**src/rtl/b_port_seq_pkg.sv**
```systemverilog
// Shared types and constants for the module_b port sequencer.
// Data widths come from the config.vh macros, not from this package.
package b_port_seq_pkg;

  localparam int unsigned RESP_LATENCY_MAX = 16;
  localparam int unsigned SettleCntW       = $clog2(RESP_LATENCY_MAX);

  typedef enum logic [1:0] {
    StIdle,
    StDrive,
    StResp
  } b_port_seq_state_t;

endpackage

```
**src/rtl/b_port_seq_fifo.sv**
```systemverilog
// Synchronous request FIFO. Read and write pointers carry an extra wrap bit
// so that full and empty can be told apart when the index bits match.
module b_port_seq_fifo #(
  parameter int unsigned Width = 8,
  parameter int unsigned Depth = 4
) (
  input  logic             clk_i,
  input  logic             rst_ni,
  input  logic             push_i,
  input  logic [Width-1:0] wdata_i,
  input  logic             pop_i,
  output logic [Width-1:0] rdata_o,
  output logic             full_o,
  output logic             empty_o
);

  localparam int unsigned AW = $clog2(Depth);

  logic [Width-1:0] mem_q [Depth];
  logic [AW:0]      wr_ptr_q, wr_ptr_d;
  logic [AW:0]      rd_ptr_q, rd_ptr_d;
  logic             push_en, pop_en;

  assign empty_o = (wr_ptr_q == rd_ptr_q);
  assign full_o  = (wr_ptr_q[AW] != rd_ptr_q[AW]) && (wr_ptr_q[AW-1:0] == rd_ptr_q[AW-1:0]);
  assign rdata_o = mem_q[rd_ptr_q[AW-1:0]];

  assign push_en = push_i & ~full_o;
  assign pop_en  = pop_i & ~empty_o;

  always_comb begin
    wr_ptr_d = wr_ptr_q;
    rd_ptr_d = rd_ptr_q;
    if (push_en) wr_ptr_d = wr_ptr_q + {{AW{1'b0}}, 1'b1};
    if (pop_en)  rd_ptr_d = rd_ptr_q + {{AW{1'b0}}, 1'b1};
  end

  always_ff @(posedge clk_i) begin
    if (!rst_ni) begin
      wr_ptr_q <= '0;
      rd_ptr_q <= '0;
    end else begin
      wr_ptr_q <= wr_ptr_d;
      rd_ptr_q <= rd_ptr_d;
    end
  end

  // Storage is not reset; the pointers alone define what is valid.
  always_ff @(posedge clk_i) begin
    if (push_en) mem_q[wr_ptr_q[AW-1:0]] <= wdata_i;
  end

endmodule

```
**src/rtl/b_port_sequencer.sv**
```systemverilog
// Queues request words, drives each into module_b, waits a settle window and returns
// the sampled result on a valid/ready channel. Optional counter: B_PORT_SEQ_STATS_EN.
`ifndef DATA_FROM_A_BITWIDTH
`define DATA_FROM_A_BITWIDTH 8
`endif
`ifndef DATA_TO_A_BITWIDTH
`define DATA_TO_A_BITWIDTH 8
`endif

module b_port_sequencer
  import b_port_seq_pkg::*;
#(
  parameter int unsigned DATA_FROM_A_BITWIDTH = `DATA_FROM_A_BITWIDTH,
  parameter int unsigned DATA_TO_A_BITWIDTH   = `DATA_TO_A_BITWIDTH,
  parameter int unsigned RESP_LATENCY         = 2,
  parameter int unsigned REQ_FIFO_DEPTH       = 4
) (
  input  logic                            clk,
  input  logic                            rst_n,
  input  logic                            req_valid,
  output logic                            req_ready,
  input  logic [DATA_FROM_A_BITWIDTH-1:0] req_data,
  output logic [DATA_FROM_A_BITWIDTH-1:0] data_from_a,
  input  logic [DATA_TO_A_BITWIDTH-1:0]   data_to_a,
  output logic                            rsp_valid,
  input  logic                            rsp_ready,
  output logic [DATA_TO_A_BITWIDTH-1:0]   rsp_data,
  output logic [15:0]                     txn_count
);

  b_port_seq_state_t state_q, state_d;

  logic [SettleCntW-1:0]           cnt_q, cnt_d;
  logic [DATA_FROM_A_BITWIDTH-1:0] data_from_a_q, data_from_a_d;
  logic [DATA_TO_A_BITWIDTH-1:0]   rsp_data_q, rsp_data_d;
  logic                            rsp_valid_q, rsp_valid_d;

  logic                            fifo_full, fifo_empty, fifo_pop, fifo_push;
  logic [DATA_FROM_A_BITWIDTH-1:0] fifo_head;
  logic                            rsp_hs;

  assign req_ready = ~fifo_full;
  assign fifo_push = req_valid & req_ready;
  assign rsp_hs    = rsp_valid_q & rsp_ready;

  b_port_seq_fifo #(
    .Width (DATA_FROM_A_BITWIDTH),
    .Depth (REQ_FIFO_DEPTH)
  ) u_req_fifo (
    .clk_i   (clk),
    .rst_ni  (rst_n),
    .push_i  (fifo_push),
    .wdata_i (req_data),
    .pop_i   (fifo_pop),
    .rdata_o (fifo_head),
    .full_o  (fifo_full),
    .empty_o (fifo_empty)
  );

  always_comb begin
    state_d       = state_q;
    cnt_d         = cnt_q;
    data_from_a_d = data_from_a_q;
    rsp_data_d    = rsp_data_q;
    rsp_valid_d   = rsp_valid_q;
    fifo_pop      = 1'b0;
    unique case (state_q)
      StIdle: begin
        if (!fifo_empty) begin
          fifo_pop      = 1'b1;
          data_from_a_d = fifo_head;
          cnt_d         = SettleCntW'(RESP_LATENCY - 1);
          state_d       = StDrive;
        end
      end
      StDrive: begin
        // Counter reaching zero marks the last settle cycle: sample module_b now.
        if (cnt_q != '0) begin
          cnt_d = cnt_q - SettleCntW'(1);
        end else begin
          rsp_data_d  = data_to_a;
          rsp_valid_d = 1'b1;
          state_d     = StResp;
        end
      end
      StResp: begin
        if (rsp_hs) begin
          rsp_valid_d = 1'b0;
          state_d     = StIdle;
        end
      end
      default: state_d = StIdle;
    endcase
  end

  always_ff @(posedge clk) begin
    if (!rst_n) begin
      state_q       <= StIdle;
      cnt_q         <= '0;
      data_from_a_q <= '0;
      rsp_data_q    <= '0;
      rsp_valid_q   <= 1'b0;
    end else begin
      state_q       <= state_d;
      cnt_q         <= cnt_d;
      data_from_a_q <= data_from_a_d;
      rsp_data_q    <= rsp_data_d;
      rsp_valid_q   <= rsp_valid_d;
    end
  end

  assign data_from_a = data_from_a_q;
  assign rsp_data    = rsp_data_q;
  assign rsp_valid   = rsp_valid_q;

`ifdef B_PORT_SEQ_STATS_EN
  logic [15:0] txn_count_q, txn_count_d;

  always_comb begin
    txn_count_d = txn_count_q;
    if (rsp_hs) txn_count_d = txn_count_q + 16'd1;
  end

  always_ff @(posedge clk) begin
    if (!rst_n) txn_count_q <= '0;
    else        txn_count_q <= txn_count_d;
  end

  assign txn_count = txn_count_q;
`else
  assign txn_count = '0;
`endif

endmodule

```
**config.mk**
```make
export PLATFORM = sky130hd
export DESIGN_NAME = b_port_sequencer
export DESIGN_NICKNAME = d
export VERILOG_FILES = /design/src/rtl/b_port_seq_pkg.sv /design/src/rtl/b_port_seq_fifo.sv /design/src/rtl/b_port_sequencer.sv
export SDC_FILE = /design/constraint.sdc
export NUM_CORES = 1
export LEC_CHECK = 0
export BUFFER_PORTS_ARGS = -buffer_cell sky130_fd_sc_hd__buf_2
export CAP_MARGIN = 10
export CORE_MARGIN = 2
export CORE_UTILIZATION = 49
export DETAILED_ROUTE_END_ITERATION = 16
export PLACE_DENSITY = 0.72
export SYNTH_ARGS = -nofsm -noshare
export SYNTH_HDL_FRONTEND = slang
export SYNTH_SLANG_ARGS = --single-unit
```
**constraint.sdc**
```tcl
create_clock -name clk -period 1.6 [get_ports clk]
set_input_delay 0 -clock clk [delete_from_list [all_inputs] [get_ports clk]]
set_output_delay 0 -clock clk [all_outputs]
set_load 0.005 [all_outputs]
```
Word-level counts from Yosys, hierarchy flattened

Memories as Yosys holds them, arrays and structs flattened. A register that Yosys moved wholly into a read port is not among the register bits.
Index checks and enable logic that the tools add are counted.

Bitwise gates (word level): 7
$add $sub $neg: 3
Equal/unequal tests: 9
Reduce and logical (&&, ||, !) cells: 11
Muxes and demuxes: 14

Operators with widths:

| operator                                                           | number |
|---|---|
| 3-bit AND reduction                                                | 3 |
| 4-bit two-way mux                                                  | 2 |
| 2-bit != test, second input constant                               | 4 |
| 4-bit case mux with 2 select lines                                 | 1 |
| 3-bit by 1-bit adder with 3-bit output, second input constant      | 2 |
| 1-bit two-way mux                                                  | 6 |
| 2-bit two-way mux                                                  | 3 |
| 2-bit case mux with 3 select lines                                 | 1 |
| 1-bit bitwise AND                                                  | 4 |
| 2-bit AND reduction                                                | 2 |
| 2-bit nonzero test                                                 | 2 |
| 4-bit nonzero test                                                 | 1 |
| 4-bit by 1-bit subtractor with 4-bit output, second input constant | 1 |
| 3-bit == test                                                      | 1 |
| 1-bit NOT                                                          | 3 |
| 2-bit by 1-bit == test with 1-bit output, second input constant    | 1 |
| 2-bit == test                                                      | 1 |
| 2-bit == test, second input constant                               | 1 |
| 2-bit zero test                                                    | 1 |
| 1-bit case mux with 2 select lines                                 | 1 |
| 1-bit logical AND                                                  | 1 |
| 1-bit zero test                                                    | 1 |
| 1-bit != test                                                      | 1 |

Memory bits (writable): 32
Word-level logic and storage cells: 51
Input bits: 20
Bits in registers: 21
Memories: 1
Output and inout bits: 34

Memories:

| name             | depth | bits a word | rd ports | clocked after Yosys merged registers in | write ports | line                  | RTL |
|---|---|---|---|---|---|---|---|
| u_req_fifo.mem_q | 4     | 8           | 1        | 1                                       | 1           | b_port_seq_fifo.sv:19 | `logic [Width-1:0] mem_q [Depth];` |

Logic depth before layout (Yosys ltp)

Gate-level depths: netlist (run 1).

Depth in word-level cells: 7
Depth in mapped cells: 7
Gate-level depth less buffers: 6

Modules after synthesis

From an unflattened synthesis (run 1), not the netlist that was laid out.

Cells, all modules: 241
Area, all modules: 2831.5 µm²

By module, submodules not included:

| module           | instances | area each (µm²) | cells an instance | seq. area each (µm²) |
|---|---|---|---|---|
| b_port_seq_fifo  | 1         | 1724.2          | 110               | 1121.1 |
| b_port_sequencer | 1         | 1107.3          | 131               | 460.4 |

Least setup slack after synthesis (run 1)

Ideal clock, no wire load.

Path type: register -> register
Start: register cnt_q[0]
End: register rsp_data_q[1], in the netlist rsp_data[1]
Clock period less this slack: 1.676 ns
Arrival time: 1.549 ns
Setup time: 0.128 ns
Data required time: 1.472 ns
Stages on the path, launching flop included: 8
Path slack: -0.076 ns
Buffers on the path: 1
Cells stage by stage: dfxtp_1 > inv_1 > ha_1 > nor3b_1 > and2_1 > buf_4 > mux2i_1 > nor2_1

Longest elaborated chain between the ends: 3

RTL lines:

| what                          | line                    | RTL |
|---|---|---|
| start: declaration            | b_port_sequencer.sv:33  | `logic [SettleCntW-1:0] cnt_q, cnt_d;` |
| start signal: assignment      | b_port_sequencer.sv:105 | `cnt_q <= cnt_d;` |
| 4-bit nonzero test            | b_port_sequencer.sv:78  | `if (cnt_q != '0) begin` |
| 1-bit NOT (no line)           | --                      |  |
| 2-bit AND reduction (no line) | --                      |  |
| end signal: assignment        | b_port_sequencer.sv:107 | `rsp_data_q <= rsp_data_d;` |
| end: declaration              | b_port_sequencer.sv:35  | `logic [DATA_TO_A_BITWIDTH-1:0] rsp_data_q, rsp_data_d;` |

Every way passes these cells.
A chain may end at the register's enable or synchronous reset.

Worst setup path in the final report (run 1)

Start: register u_req_fifo.rd_ptr_q[2]
End: register u_req_fifo.rd_ptr_q[0]

Longest elaborated chain between the ends: 4
Elaborated cells between the ends (all ways): 5
Those cells by class: eq/ne: 1; mux: 2; bitwise: 2

RTL lines:

| what                     | line                   | RTL |
|---|---|---|
| start: declaration       | b_port_seq_fifo.sv:21  | `logic [AW:0] rd_ptr_q, rd_ptr_d;` |
| start signal: assignment | b_port_seq_fifo.sv:44  | `rd_ptr_q <= rd_ptr_d;` |
| 3-bit == test *          | b_port_seq_fifo.sv:24  | `assign empty_o = (wr_ptr_q == rd_ptr_q);` |
| 1-bit two-way mux        | b_port_sequencer.sv:69 | `if (!fifo_empty) begin` |
| 1-bit two-way mux        | b_port_sequencer.sv:67 | `unique case (state_q)` |
| 1-bit bitwise AND *      | b_port_seq_fifo.sv:29  | `assign pop_en = pop_i & ~empty_o;` |

Every way passes the cells marked *; elsewhere a longest branch is shown, timed or not.

==> results of run 1 <==
-- power breakdown --
| part | switching [uW] | leakage, uW | internal, uW |
|---|---|---|---|
| logic | 897 | 0.000696 | 898 |
| clock network | 629 | 0.000100 | 726 |
| registers | 146 | 0.000531 | 1920 |
| total | 1670 | 0.00133 | 3540 |
-- cells in the mapped netlist (2+ instances only) --
cell / number
edfxtp_1: 32
nand2_1: 12
xor2_1: 3
inv_1: 6
buf_2: 2
and2_1: 4
nor2_1: 14
dfxtp_1: 29
o21ai_1: 3
mux4_2: 8
clkbuf_1: 3
o21ai_0: 8
mux2i_1: 11
ha_1: 7
or3_1: 3
nand2b_1: 3
xnor2_1: 5
nand3_1: 11
buf_4: 19
a21oi_1: 8
-- per-stage QoR --
step | instance area (um2) | TNS, ps | hold WS (ps)
after floorplan | 2700 | 0 | 98.9
after global placement | 2900 | 0 | 219
after detailed placement | 2900 | -38.3 | 224
after CTS | 3270 | 0 | 32.7
after global routing | 3320 | -224 | 56.3
final | 3320 | 0 | 38.5
-- flip-flops by register name, indices dropped and copies added (netlist names) --
register,count
u_req_fifo.mem_q,32
cnt_q,4
u_req_fifo.rd_ptr_q,3
state_q,2
u_req_fifo.wr_ptr_q,3
rsp_data,8
data_from_a,8
rsp_valid,1
-- critical path, stage by stage, from the launching register on --
cell and delay [ps]:
dfxtp_1 350, xnor2_2 170, buf_4 160, a311oi_4 420, buf_4 190, xnor2_1 110
nor2_1 60
-- placed cells by master (no fill, tap or decap), drive strengths merged, types with 3 or more instances in the layout --
cell type,Yosys,routed
a21oi,9,9
xor2,3,3
mux2i,11,11
dlygate4sd3,0,17
ha,7,7
edfxtp,32,32
clkbuf,3,9
o21ai,11,11
nand2b,3,3
buf,22,53
nor2,14,14
inv,6,8
nand2,12,12
dfxtp,29,29
and2,4,4
mux4,8,8
or3,3,3
clkinv,1,4
nand3,11,11
xnor2,5,5
conb,1,16
-- what timing repair did --
| action | CTS | global route |
|---|---|---|
| hold buffers | 17 | 0 |
| hold endpoints to repair | 41 | 0 |
| endpoints found under the setup margin | 8 | 33 |
| buffers inserted | 0 | 1 |
| gates resized for setup | 1 | 12 |
| cloned | 0 | 2 |
| pin swaps | 0 | 1 |
-- logic make-up (layout without fill, tap and decap cells) --
logic type                 after synthesis  after routing  share of synthesized area (%)
DFF                                     61             61                           58.4
and+or+nand+nor                         52             52                           9.54
buffers and inverters                   32             93                           7.64
AOI/OAI and AO/OA                       28             28                           7.26
muxes                                   19             19                           11.0
xor gates and xnor gates                 8              8                           2.66
adders and majority gates                7              7                           3.32
other                                    1             16                          0.142
-- routing by layer --
layer  part of all wire (%)  track usage, %
met5                      0               0
met4                   0.66            7.32
met3                    3.1            3.95
met2                     50            25.8
met1                     47            23.2
-- cell type report --
| type | instances | area (um2) |
|---|---|---|
| clock buffers | 9 | 124 |
| clock inverters | 7 | 73.8 |
| fillers | 416 | 1820 |
| inverters | 7 | 26.3 |
| multi-input cells | 130 | 988 |
| flip-flops and latches | 61 | 1540 |
| well taps | 70 | 87.6 |
| repair buffers | 70 | 479 |
-- path summary, 6_finish.rpt --
check | startpoint | endpoint | slack [ps]
setup / recovery | u_req_fifo.rd_ptr_q[2]$_SDFFE_PN0P_ | u_req_fifo.rd_ptr_q[0]$_SDFFE_PN0P_ | 30
hold reg to reg | data_from_a[1]$_SDFFE_PN0P_ | data_from_a[1]$_SDFFE_PN0P_ | 450
setup reg to reg | u_req_fifo.rd_ptr_q[2]$_SDFFE_PN0P_ | u_req_fifo.rd_ptr_q[0]$_SDFFE_PN0P_ | 30
hold / removal | rst_n | cnt_q[1]$_SDFFE_PN0P_ | 40
==> metrics.yaml, run 1 <==
synth_top_area_share_pct: 36.4
fin_crit_ps: 1570
start_util_pct: 51.3
cts_buffers: 9
synth.distinct_cells: 37
coreArea_um2: 5140
place_congestion: 0.761
boundaryPins: 54
insertion_delay_ps: 330
cp_max_fo: 6
worstPathRequired_ps: 1810
worst_slack_ps: 28.7
synth-edff-count: 32
yosysWarningCount: 0
cts_tree: "yes"
wirelength_um: 4870
rows: 26
hold_viol_final: 0
synth.avg_cell_area_um2: 12.7
grt_pass1_vias: 1659
skew_ps: 9.72
peakVddDrop_v: 0.000819
h-tree-depth: 3
nets: 306
drt_iter0_markers: 74
area_growth_pct: 25.9
grt_pass1_wl_um: 7820
clk_pin_slew_ps: 80
r2r_cells: 6
ys_ff_latch: 61
portBuffers: 37
dp_hpwl_um: 3120
drive_gt1_share_pct: 32.4
fmax_ghz: 0.636
cp-start-kind: "flip-flop"
ant_nets: 0
vias: 1704
synthCells: 208
worstSetupPathType: "reg2reg"
drc: 0
via_per_inst: 4.81
synth_top_area_cell: "edfxtp_1"
p_leak_uw: 0.00133
hold_path.class: "in2reg"
final-setup-viol-count: 0
dieArea_um2: 5990
place_ws_ps: -24.5
synth_flop_cell: "edfxtp_1"
synth_seq_area_share_pct: 58.4
power_uw: 5220
critPathCaptureType: "flip-flop"
status: "finished, final reports clean"
cts.path.max_buffers: 2
grt_max_degree: 22
gr-usage-all-layers_pct: 16.9
die_h_um: 77.4
final_cells: 354
critical_path_arrival_ps: 1780
post-route-period-util_pct: 98.2
yosys-top-cells-area: "edfxtp_1 36%, dfxtp_1 22%, mux4_2 6.8%"
wl_per_cell_um: 13.7
syn_area_um2: 2640
post-route-util_pct: 64.6
rsz0062_at_grt: "true"
slew_viol_final: 0
power.density_nw_per_um2: 1570
grt_overflow: 0
first_pass_iters: 4
n_antenna_cell: 0
die_w_um: 77.4
ys_async_sr_fraction_pct: 0
holdPathStages: 4
dp.cells: 318
cts_sinks: 61
cts-root-buf: "clkbuf_8"
antenna_found_initial: 0
cap_viol_max_count: 0
(Power assumes the default switching activity.)
==> run 2, diff against run 1 <==
--- a/config.mk
+++ b/config.mk
@@ -12,4 +12,5 @@
 export DETAILED_ROUTE_END_ITERATION = 16
 export PLACE_DENSITY = 0.72
+export SETUP_SLACK_MARGIN = 0.5
 export SYNTH_ARGS = -nofsm -noshare
 export SYNTH_HDL_FRONTEND = slang
==> constraint.sdc (replaced) <==
create_clock -name clk -period 1.6 [get_ports clk]
set_input_delay 0.32 -clock clk [delete_from_list [all_inputs] [get_ports clk]]
set_output_delay 0.32 -clock clk [all_outputs]
set_load 0.005 [all_outputs]
==> run 2 against run 1 <==
  * The run now ends with negative setup slack left
  * Critical path depth decreased by 3
  * Non-clock buffer count decreased by 2
  * Fmax decreased by 6.9%
==> metrics.yaml, run 2 (synthesized netlist as in run 1, its figures left out) <==
status: "finished with violations"  # was finished, final reports clean
violations: "negative setup slack"
dieArea_um2: 5990  # unchanged
holdWs_ps: 193  # was 38.5 ps
worst_slack_ps: -87.4  # was 28.7 ps
power.density_nw_per_um2: 1740  # was 1570 nW/um2
dp_hpwl_um: 3090  # was 3120 um
wirelength_um: 5970  # was 4870 um
nets: 304  # was 306
grt_pass1_vias: 1786  # was 1659
vias: 1787  # was 1704
via_per_inst: 5.08  # was 4.81
post-route-util_pct: 71.4  # was 64.6%
cp_slowest_cell: "dfxtp_4"  # was a311oi_4
slew_viol_final: 0  # unchanged
start_util_pct: 51.3  # unchanged
portBuffers: 37  # unchanged
rsz0062_at_grt: "true"  # unchanged
grt_overflow: 0  # unchanged
cp-start-kind: "flip-flop"  # unchanged
die_h_um: 77.4  # unchanged
comb_power_share_pct: 41.8  # was 34.4%
power_uw: 6400  # was 5220 uW
boundaryPins: 54  # unchanged
final_cell_mix: "32 x buf_2, 32 x edfxtp_1, 21 x dfxtp_2"  # was 37 x buf_2, 32 x edfxtp_1, 28 x dfxtp_1
skew_ps: 8.24  # was 9.72 ps
peakVddDrop_v: 0.000890  # was 0.000819 V
clkPwrFrac_pct: 23.9  # was 26.0%
wl_per_cell_um: 17.0  # was 13.7 um
coreArea_um2: 5140  # unchanged
cp_cell_sequence: "xor2_2, or3_1, buf_2"  # was xnor2_2, buf_4, a311oi_4, buf_4, xnor2_1, nor2_1
cp_max_fo: 5  # was 6
cts-root-buf: "clkbuf_8"  # unchanged
critPathCaptureType: "output pin"  # was flip-flop
hold_path.class: "in2reg"  # unchanged
worstPathRequired_ps: 1280  # was 1810 ps
cap_viol_max_count: 0  # unchanged
cts_tree: "yes"  # unchanged
largest_reg_flops: 32  # unchanged
drt_iter0_markers: 126  # was 74
cts.path.max_buffers: 2  # unchanged
cts_sinks: 61  # unchanged
fin_crit_ps: 1690  # was 1570 ps
n_antenna_cell: 0  # unchanged
grt_pass1_wl_um: 8580  # was 7820 um
dp.cells: 314  # was 318
final-setup-viol-count: 2  # was 0
first_pass_iters: 4  # unchanged
ant_nets: 0  # unchanged
antenna_found_initial: 0  # unchanged
switchingPower_uw: 2100  # was 1670 uW
h-tree-depth: 3  # unchanged
seqPwrFrac_pct: 34.3  # was 39.6%
gr-usage-all-layers_pct: 19.0  # was 16.9%
insertion_delay_ps: 340  # was 330 ps
grt_max_degree: 22  # unchanged
fmax_ghz: 0.593  # was 0.636 GHz
drc: 0  # unchanged
rows: 26  # unchanged
p_leak_uw: 0.00145  # was 0.00133 uW
p_int_uw: 4300  # was 3540 uW
die_w_um: 77.4  # unchanged
area_growth_pct: 39.2  # was 25.9%
final.setup.tns_ps: -95.6  # was 0 ps
final_cells: 352  # was 354
post-route-period-util_pct: 105  # was 98.2%
cpPeakStageDelay_ps: 370  # was 420 ps
place_congestion: 0.731  # was 0.761
worstSetupPathType: "reg2out"  # was reg2reg
switching_share_pct: 32.8  # was 32.1%
cts_buffers: 9  # unchanged
drive_gt1_share_pct: 56.4  # was 32.4%
clk_pin_slew_ps: 70  # was 80 ps
hold_viol_final: 0  # unchanged
critical_path_arrival_ps: 1370  # was 1780 ps
holdBufCountCts: 0  # was 17
-- run 2: final timing paths --
path	endpoint	from	depth (start not counted)	slack, ps
hold / removal	u_req_fifo.mem_q[1][4]$_DFFE_PP_	req_data[4]	1	190
hold reg to reg	data_from_a[1]$_SDFFE_PN0P_	data_from_a[1]$_SDFFE_PN0P_	2	440
setup reg to reg	data_from_a[0]$_SDFFE_PN0P_	u_req_fifo.wr_ptr_q[2]$_SDFFE_PN0P_	8	-10
setup / recovery	req_ready	u_req_fifo.wr_ptr_q[0]$_SDFFE_PN0P_	3	-90
-- run 2: what timing repair did --
action,in CTS,in global routing
endpoints found under the hold margin,0,0
buffers inserted,13,6
pin swaps,11,14
gates resized for setup,61,27
setup endpoints to repair,79,79
gates cloned,3,0
-- run 2: metrics by stage --
step                worst slack [ps]  cell area [um2]
floorplan                        159             2790
global placement                92.2             2960
detailed placement              53.8             2960
CTS                            -85.9             3480
global route                    -127             3670
finish                         -87.4             3670
-- run 2: routing by layer --
layer,GRT usage (%),wire length (um),vias to the layer above,share of wire [%]
met5,0,0,-,0
met4,8.21,97,0,1.6
met3,5.47,211,10,3.5
met2,31.7,3230,48,54
met1,23.1,2430,881,41
li1,-,-,848,-
-- run 2: final cells by class --
class,instances,area [um2]
Tap cell,70,87.6
Clock buffer,9,124
Sequential cell,61,1590
Multi-Input combinational cell,130,1200
Inverter,7,28.8
Clock inverter,7,97.6
Timing Repair Buffer,68,539
Fill cell,342,1470
-- run 2: worst max-delay path, delay by kind of cell (launching register included) --
family | cells | cell delay [ps]
DFF | 1 | 370
and+or+nand+nor | 1 | 330
xor gates and xnor gates | 1 | 200
buffers and inverters | 1 | 140
-- run 2: power by group through the flow --
stage / clock (uW) / combinational [uW] / sequential, uW
finish: 1530 / 2680 / 2200
floorplan: 0 / 1260 / 2130
global route: 1620 / 2850 / 2230
detailed placement: 0 / 1640 / 2160
CTS: 1550 / 2290 / 2160
global placement: 0 / 1600 / 2150
